### config.mk
export PLATFORM = sky130hd
export DESIGN_NAME = ysyx_22040750_mul_ctrl
export DESIGN_NICKNAME = d
export VERILOG_FILES = /design/src/rtl/ysyx_22040750_mul_pkg.sv /design/src/rtl/ysyx_22040750_mul_res_sel.sv /design/src/rtl/ysyx_22040750_mul_ctrl.sv
export SDC_FILE = /design/constraint.sdc
export NUM_CORES = 1
export LEC_CHECK = 0
export BUFFER_PORTS_ARGS = -buffer_cell sky130_fd_sc_hd__buf_4
export CORE_AREA = 2 2 180 182
export CTS_CLUSTER_SIZE = 24
export DETAILED_ROUTE_END_ITERATION = 7
export DIE_AREA = 0 0 182 184
export PLACE_DENSITY = 0.39
export RECOVER_POWER = 25
export REMOVE_ABC_BUFFERS = 1
export SYNTH_ARGS = -nofsm -noshare
export SYNTH_HDL_FRONTEND = slang
export SYNTH_SLANG_ARGS = --single-unit
### constraint.sdc
create_clock -name clk -period 2.5 [get_ports clk]
set_input_delay 0.625 -clock clk [delete_from_list [all_inputs] [get_ports clk]]
set_output_delay 0.625 -clock clk [all_outputs]
set_load 0.01 [all_outputs]
### src/rtl/ysyx_22040750_mul_pkg.sv
// Shared definitions for the EX-stage multiply controller: op encodings,
// controller states and the operand-signedness helper.
package ysyx_22040750_mul_pkg;

  localparam int XLEN = 64;

  localparam logic [1:0] OP_MUL    = 2'b00;
  localparam logic [1:0] OP_MULH   = 2'b01;
  localparam logic [1:0] OP_MULHSU = 2'b10;
  localparam logic [1:0] OP_MULHU  = 2'b11;

  typedef enum logic [1:0] {
    IDLE = 2'b00,
    BUSY = 2'b01,
    DONE = 2'b10,
    KILL = 2'b11
  } mul_state_e;

  // {mul1 signed, mul2 signed}; word ops feed zero-extended halves unsigned
  function automatic logic [1:0] sext_of(input logic [1:0] op, input logic is_word);
    logic [1:0] flag;
    flag = 2'b00;
    if (is_word) begin
      flag = 2'b00;
    end else begin
      case (op)
        OP_MUL, OP_MULH: flag = 2'b11;
        OP_MULHSU:       flag = 2'b10;
        OP_MULHU:        flag = 2'b00;
        default:         flag = 2'b00;
      endcase
    end
    return flag;
  endfunction

endpackage

### src/rtl/ysyx_22040750_mul_res_sel.sv
// Combinational 128->64 result select: low half, high half, or sign-extended
// low word depending on the latched op.
module ysyx_22040750_mul_res_sel
  import ysyx_22040750_mul_pkg::*;
#(
  parameter int W = XLEN
) (
  input  logic [1:0]     op,
  input  logic           is_word,
  input  logic [2*W-1:0] p,
  output logic [W-1:0]   res
);

  // pick the product slice for the op
  always_comb begin
    res = '0;
    if (is_word) begin
      res = {{(W/2){p[W/2-1]}}, p[W/2-1:0]};
    end else begin
      case (op)
        OP_MUL:                       res = p[W-1:0];
        OP_MULH, OP_MULHSU, OP_MULHU: res = p[2*W-1:W];
        default:                      res = p[W-1:0];
      endcase
    end
  end

endmodule

### src/rtl/ysyx_22040750_mul_ctrl.sv
// Sequencing controller for the serial Booth multiplier: accepts one op,
// launches the multiplier, captures/selects the result and holds it for WB.
module ysyx_22040750_mul_ctrl
  import ysyx_22040750_mul_pkg::*;
#(
  parameter int XLEN = 64
) (
  input  logic              clk,
  input  logic              rst,
  input  logic              in_valid,
  output logic              in_ready,
  input  logic [1:0]        op,
  input  logic              is_word,
  input  logic [XLEN-1:0]   src1,
  input  logic [XLEN-1:0]   src2,
  input  logic              flush,
  output logic              out_valid,
  input  logic              out_ready,
  output logic [XLEN-1:0]   result,
  output logic              mul_valid,
  output logic [XLEN-1:0]   mul1,
  output logic [XLEN-1:0]   mul2,
  output logic [1:0]        sext_flag,
  input  logic              P_valid,
  input  logic [2*XLEN-1:0] P,
  output logic              busy
);

  mul_state_e       state_q, state_d;
  logic [1:0]       op_q, op_d;
  logic             is_word_q, is_word_d;
  logic [XLEN-1:0]  result_q, result_d;
  logic [XLEN-1:0]  sel_res_s;
  logic             accept_s;
  logic             zero_s;
  logic             mul_valid_s;

  ysyx_22040750_mul_res_sel #(.W(XLEN)) u_res_sel (
    .op      (op_q),
    .is_word (is_word_q),
    .p       (P),
    .res     (sel_res_s)
  );

  assign accept_s = rst & in_valid & ~flush;
  assign zero_s   = (src1 == '0) | (src2 == '0);

  // next-state, launch pulse and result capture
  always_comb begin
    state_d     = state_q;
    op_d        = op_q;
    is_word_d   = is_word_q;
    result_d    = result_q;
    mul_valid_s = 1'b0;
    case (state_q)
      IDLE: begin
        if (accept_s) begin
          op_d      = op;
          is_word_d = is_word;
          if (zero_s) begin
            result_d = '0;
            state_d  = DONE;
          end else begin
            mul_valid_s = 1'b1;
            state_d     = BUSY;
          end
        end else begin
          state_d = IDLE;
        end
      end
      BUSY: begin
        if (P_valid) begin
          if (flush) begin
            state_d = IDLE;
          end else begin
            result_d = sel_res_s;
            state_d  = DONE;
          end
        end else if (flush) begin
          state_d = KILL;
        end else begin
          state_d = BUSY;
        end
      end
      DONE: begin
        // flush takes priority over a same-cycle consume
        if (flush) begin
          state_d = IDLE;
        end else if (out_ready) begin
          state_d = IDLE;
        end else begin
          state_d = DONE;
        end
      end
      KILL: begin
        // no abort on the multiplier: drain its product, flush is moot here
        if (P_valid) begin
          state_d = IDLE;
        end else begin
          state_d = KILL;
        end
      end
      default: state_d = IDLE;
    endcase
  end

  // operand and signedness presentation, only meaningful while idle
  always_comb begin
    mul1      = '0;
    mul2      = '0;
    sext_flag = 2'b00;
    if ((state_q == IDLE) && rst) begin
      sext_flag = sext_of(op, is_word);
      if (is_word) begin
        mul1 = {{(XLEN/2){1'b0}}, src1[XLEN/2-1:0]};
        mul2 = {{(XLEN/2){1'b0}}, src2[XLEN/2-1:0]};
      end else begin
        mul1 = src1;
        mul2 = src2;
      end
    end else begin
      mul1      = '0;
      mul2      = '0;
      sext_flag = 2'b00;
    end
  end

  // controller state and held result
  always_ff @(posedge clk or negedge rst) begin
    if (!rst) begin
      state_q   <= IDLE;
      op_q      <= 2'b00;
      is_word_q <= 1'b0;
      result_q  <= '0;
    end else begin
      state_q   <= state_d;
      op_q      <= op_d;
      is_word_q <= is_word_d;
      result_q  <= result_d;
    end
  end

  assign mul_valid = mul_valid_s;
  assign in_ready  = (state_q == IDLE);
  assign out_valid = (state_q == DONE);
  assign busy      = (state_q != IDLE);
  assign result    = result_q;

endmodule

==> flow_summary.json <==
{
  "synth_edf_count": 0,
  "synth.cell_area_um2": 4740,
  "max_cap_violations": 0,
  "layout.core_utilization_pct": 29.8,
  "die_area_um2": 33500,
  "top_level_ports": 463,
  "synth-warning-count": 0,
  "mostFrequentLayoutCells": "sky130_fd_sc_hd__buf_4 (472), sky130_fd_sc_hd__dfrtp_1 (68), sky130_fd_sc_hd__and3_1 (64), sky130_fd_sc_hd__nand2_1 (64), sky130_fd_sc_hd__o22ai_1 (64)",
  "crit_path_start_kind": "primary input",
  "portBuffers": 462,
  "violations": "negative setup slack",
  "synth.ff_latch_count": 69,
  "post_cts_clock_slew_at_the_launch_and_capture_registers_of_the_worst_setup_and_hold_paths_ns": 0.06,
  "relSlewSlack_pct": 29.9,
  "pwr_density_cell_nw_per_um2": 585,
  "ant_nets": 0,
  "final-hold-violation-count": 0,
  "skew_ns": 0.00778,
  "cts_sinks": 69,
  "y_dimension_of_the_die_um": 184,
  "post-synth-top-area-fraction_pct": 36.5,
  "fin_crit_ns": 2.65,
  "cts-buffers-inserted": 9,
  "critical_path.max_stage_delay_ns": 0.38,
  "critPathKind": "in -> out",
  "synth_top_area_cells": "sky130_fd_sc_hd__dfrtp_1 (36%), sky130_fd_sc_hd__and2_1 (8.6%), sky130_fd_sc_hd__and3_1 (8.5%), sky130_fd_sc_hd__o22ai_1 (8.5%), sky130_fd_sc_hd__mux2_2 (8.3%)",
  "routed_wire_length_per_instance_um": 20.1,
  "grt_start_max_net_pins": 129,
  "die_x_um": 182,
  "synth-main-ff-cell": "sky130_fd_sc_hd__dfrtp_1",
  "grt_antenna_before_repair": 2,
  "total_power_mw": 5.46,
  "yosysTopAreaCell": "sky130_fd_sc_hd__dfrtp_1",
  "finalWirelength_mm": 28.3,
  "clock_tree.root_cell": "sky130_fd_sc_hd__clkbuf_16",
  "layout_worst_path_cycle_share_pct": 106,
  "share_of_layout_cells_above_drive_strength_1_pct": 55.8,
  "worstPathCellList": "buf_8 > nor4_4 > buf_4 > nand4_1 > nor4_4 > buf_4 > nor3_4 > buf_6",
  "viasPerCell": 4.20,
  "final_common_cell": "sky130_fd_sc_hd__buf_4",
  "drt_pass1_iterations": 4,
  "rsz0062_at_grt": "true",
  "cp_slowest_cell": "sky130_fd_sc_hd__nor4_4",
  "power.ir.vdd_worst_v": 0.000263,
  "initial_core_util_pct": 15.1,
  "num_vias": 5926,
  "globalRouteTotalUtil_pct": 16.1,
  "async_flop_share_pct": 100,
  "gp_congestion": 0.870,
  "postLayoutSetupSlackWorst_ns": -0.153,
  "grt_first_pass_wirelength_mm": 40.2,
  "drt_drc_violations_left": 0,
  "tritoncts": "done",
  "num-nets-final": 1269,
  "hold_path_class": "in -> async",
  "cts_max_path_buffers": 2,
  "clock_network_latency_to_the_later_pin_of_the_worst_skew_pair_ns": 0.33,
  "postCtsHoldBufs": 0,
  "layout-area-overhead-vs-synth_pct": 97.2,
  "cp_data_required_time_ns": 1.88,
  "yosysSeqAreaShare_pct": 36.5,
  "synthCells": 544,
  "cts.htree.levels": 3,
  "buffering_stage_count_on_the_worst_path_with_inverters_included": 4,
  "placeableCoreArea_um2": 31400,
  "place_hpwl_mm": 22.0,
  "worst-endpoint-arrival_ns": 2.03,
  "drt_iter0_markers": 266,
  "max_clock_freq_ghz": 0.377,
  "n_fill_cell": 3431,
  "final.hold.worst_slack_ns": 0.532,
  "finalMaxSlewViolations": 0,
  "worst-slew-pin-transition_ns": 1.05,
  "grt_pass1_vias": 6015,
  "grt-ovfl-total": 0,
  "status": "finished with violations",
  "synth.lib_cells_used.distinct": 28,
  "critPathMaxFanout": 2,
  "critical_path.top_delay_family": "simple AND/OR/NAND/NOR gates",
  "syn_area_per_cell_um2": 8.71,
  "leakagePower_nw": 4.79,
  "setup_viol": 42,
  "num_rows": 65,
  "category_of_the_worst_setup_path_capture_point": "output port"
}
## per-layer routing
| layer | global-route usage (%) | part of all wire (%) |
|---|---|---|
| met1 | 20.1 | 42 |
| met2 | 26.8 | 48 |
| met3 | 5.49 | 8.3 |
| met4 | 3.58 | 1.4 |
| met5 | 0 | 0.049 |
## path summary, 6_finish.rpt
path                                              from                      to  slack, ns  cells after the start
worst max register to register    state_q[0]$_DFF_PN0_  result[20]$_DFFE_PN0P_       0.62                      8
max in group asynchronous                          rst  result[55]$_DFFE_PN0P_       0.62                      3
worst max-delay path                          src1[39]               mul_valid      -0.15                      8
min in group clk                result[15]$_DFFE_PN0P_  result[15]$_DFFE_PN0P_       0.53                      2
worst min-delay path                               rst   result[3]$_DFFE_PN0P_       0.53                      2
worst min register to register  result[15]$_DFFE_PN0P_  result[15]$_DFFE_PN0P_       0.53                      2
## timing repair
action                                  in CTS  in global routing
resized for setup                           26                  6
setup buffers                                0                  6
pin swaps                                    6                  3
gates cloned                                 3                  1
endpoints found under the setup margin      70                 64
## power by group
| group | total (mW) | internal, mW | switching, mW |
|---|---|---|---|
| combinational | 2.59 | 1.35 | 1.24 |
| clock | 1.27 | 0.767 | 0.505 |
| sequential | 1.60 | 1.43 | 0.171 |
| total | 5.46 | 3.55 | 1.91 |
## cells by family after synthesis
family          Yosys count  synth area share (%)
compound gates          101                  12.6
buf+inv                  56                  6.00
flops                    69                  36.5
mux                      67                  15.1
simple gates            251                  29.8
## flip-flops by register name (all words and copies together), names as in the netlist
signal	flops
state_q	2
op_q	2
is_word_q	1
result	64
## cell usage after synthesis (8+ instances only)
master and instances:
sky130_fd_sc_hd__and3_1 64, sky130_fd_sc_hd__mux2i_1 32, sky130_fd_sc_hd__nand2_1 64, sky130_fd_sc_hd__and2_1 65, sky130_fd_sc_hd__buf_2 8, sky130_fd_sc_hd__nor4_1 33, sky130_fd_sc_hd__dfrtp_1 69, sky130_fd_sc_hd__clkbuf_1 41
sky130_fd_sc_hd__nand4_1 8, sky130_fd_sc_hd__o22ai_1 64, sky130_fd_sc_hd__o21ai_0 33, sky130_fd_sc_hd__mux2_2 35
## layout make-up
class                   instances  area, um2  area share (%)
diodes                          1       2.50          0.0268
clock buffers                   9        225            2.41
clock inverters                 6       65.1           0.697
inverters                       1       3.75          0.0402
multi-input cells             419       2890            31.0
flip-flops and latches         69       1730            18.5
well taps                     402        503            5.39
repair buffers                504       3920            42.0
## metrics by stage
step | cells | setup WS, ns | TNS (ns) | instance area [um2]
after floorplan | 489 | -2.03 | -232.30 | 4460
after global placement | 1386 | -0.611 | -34.41 | 8790
after detailed placement | 1386 | -0.569 | -32.47 | 8790
after CTS | 1403 | -0.211 | -2.88 | 9310
after global routing | 1410 | -0.279 | -8.36 | 9340
final | 1411 | -0.153 | -0.629 | 9340
(Power assumes the default switching activity.)
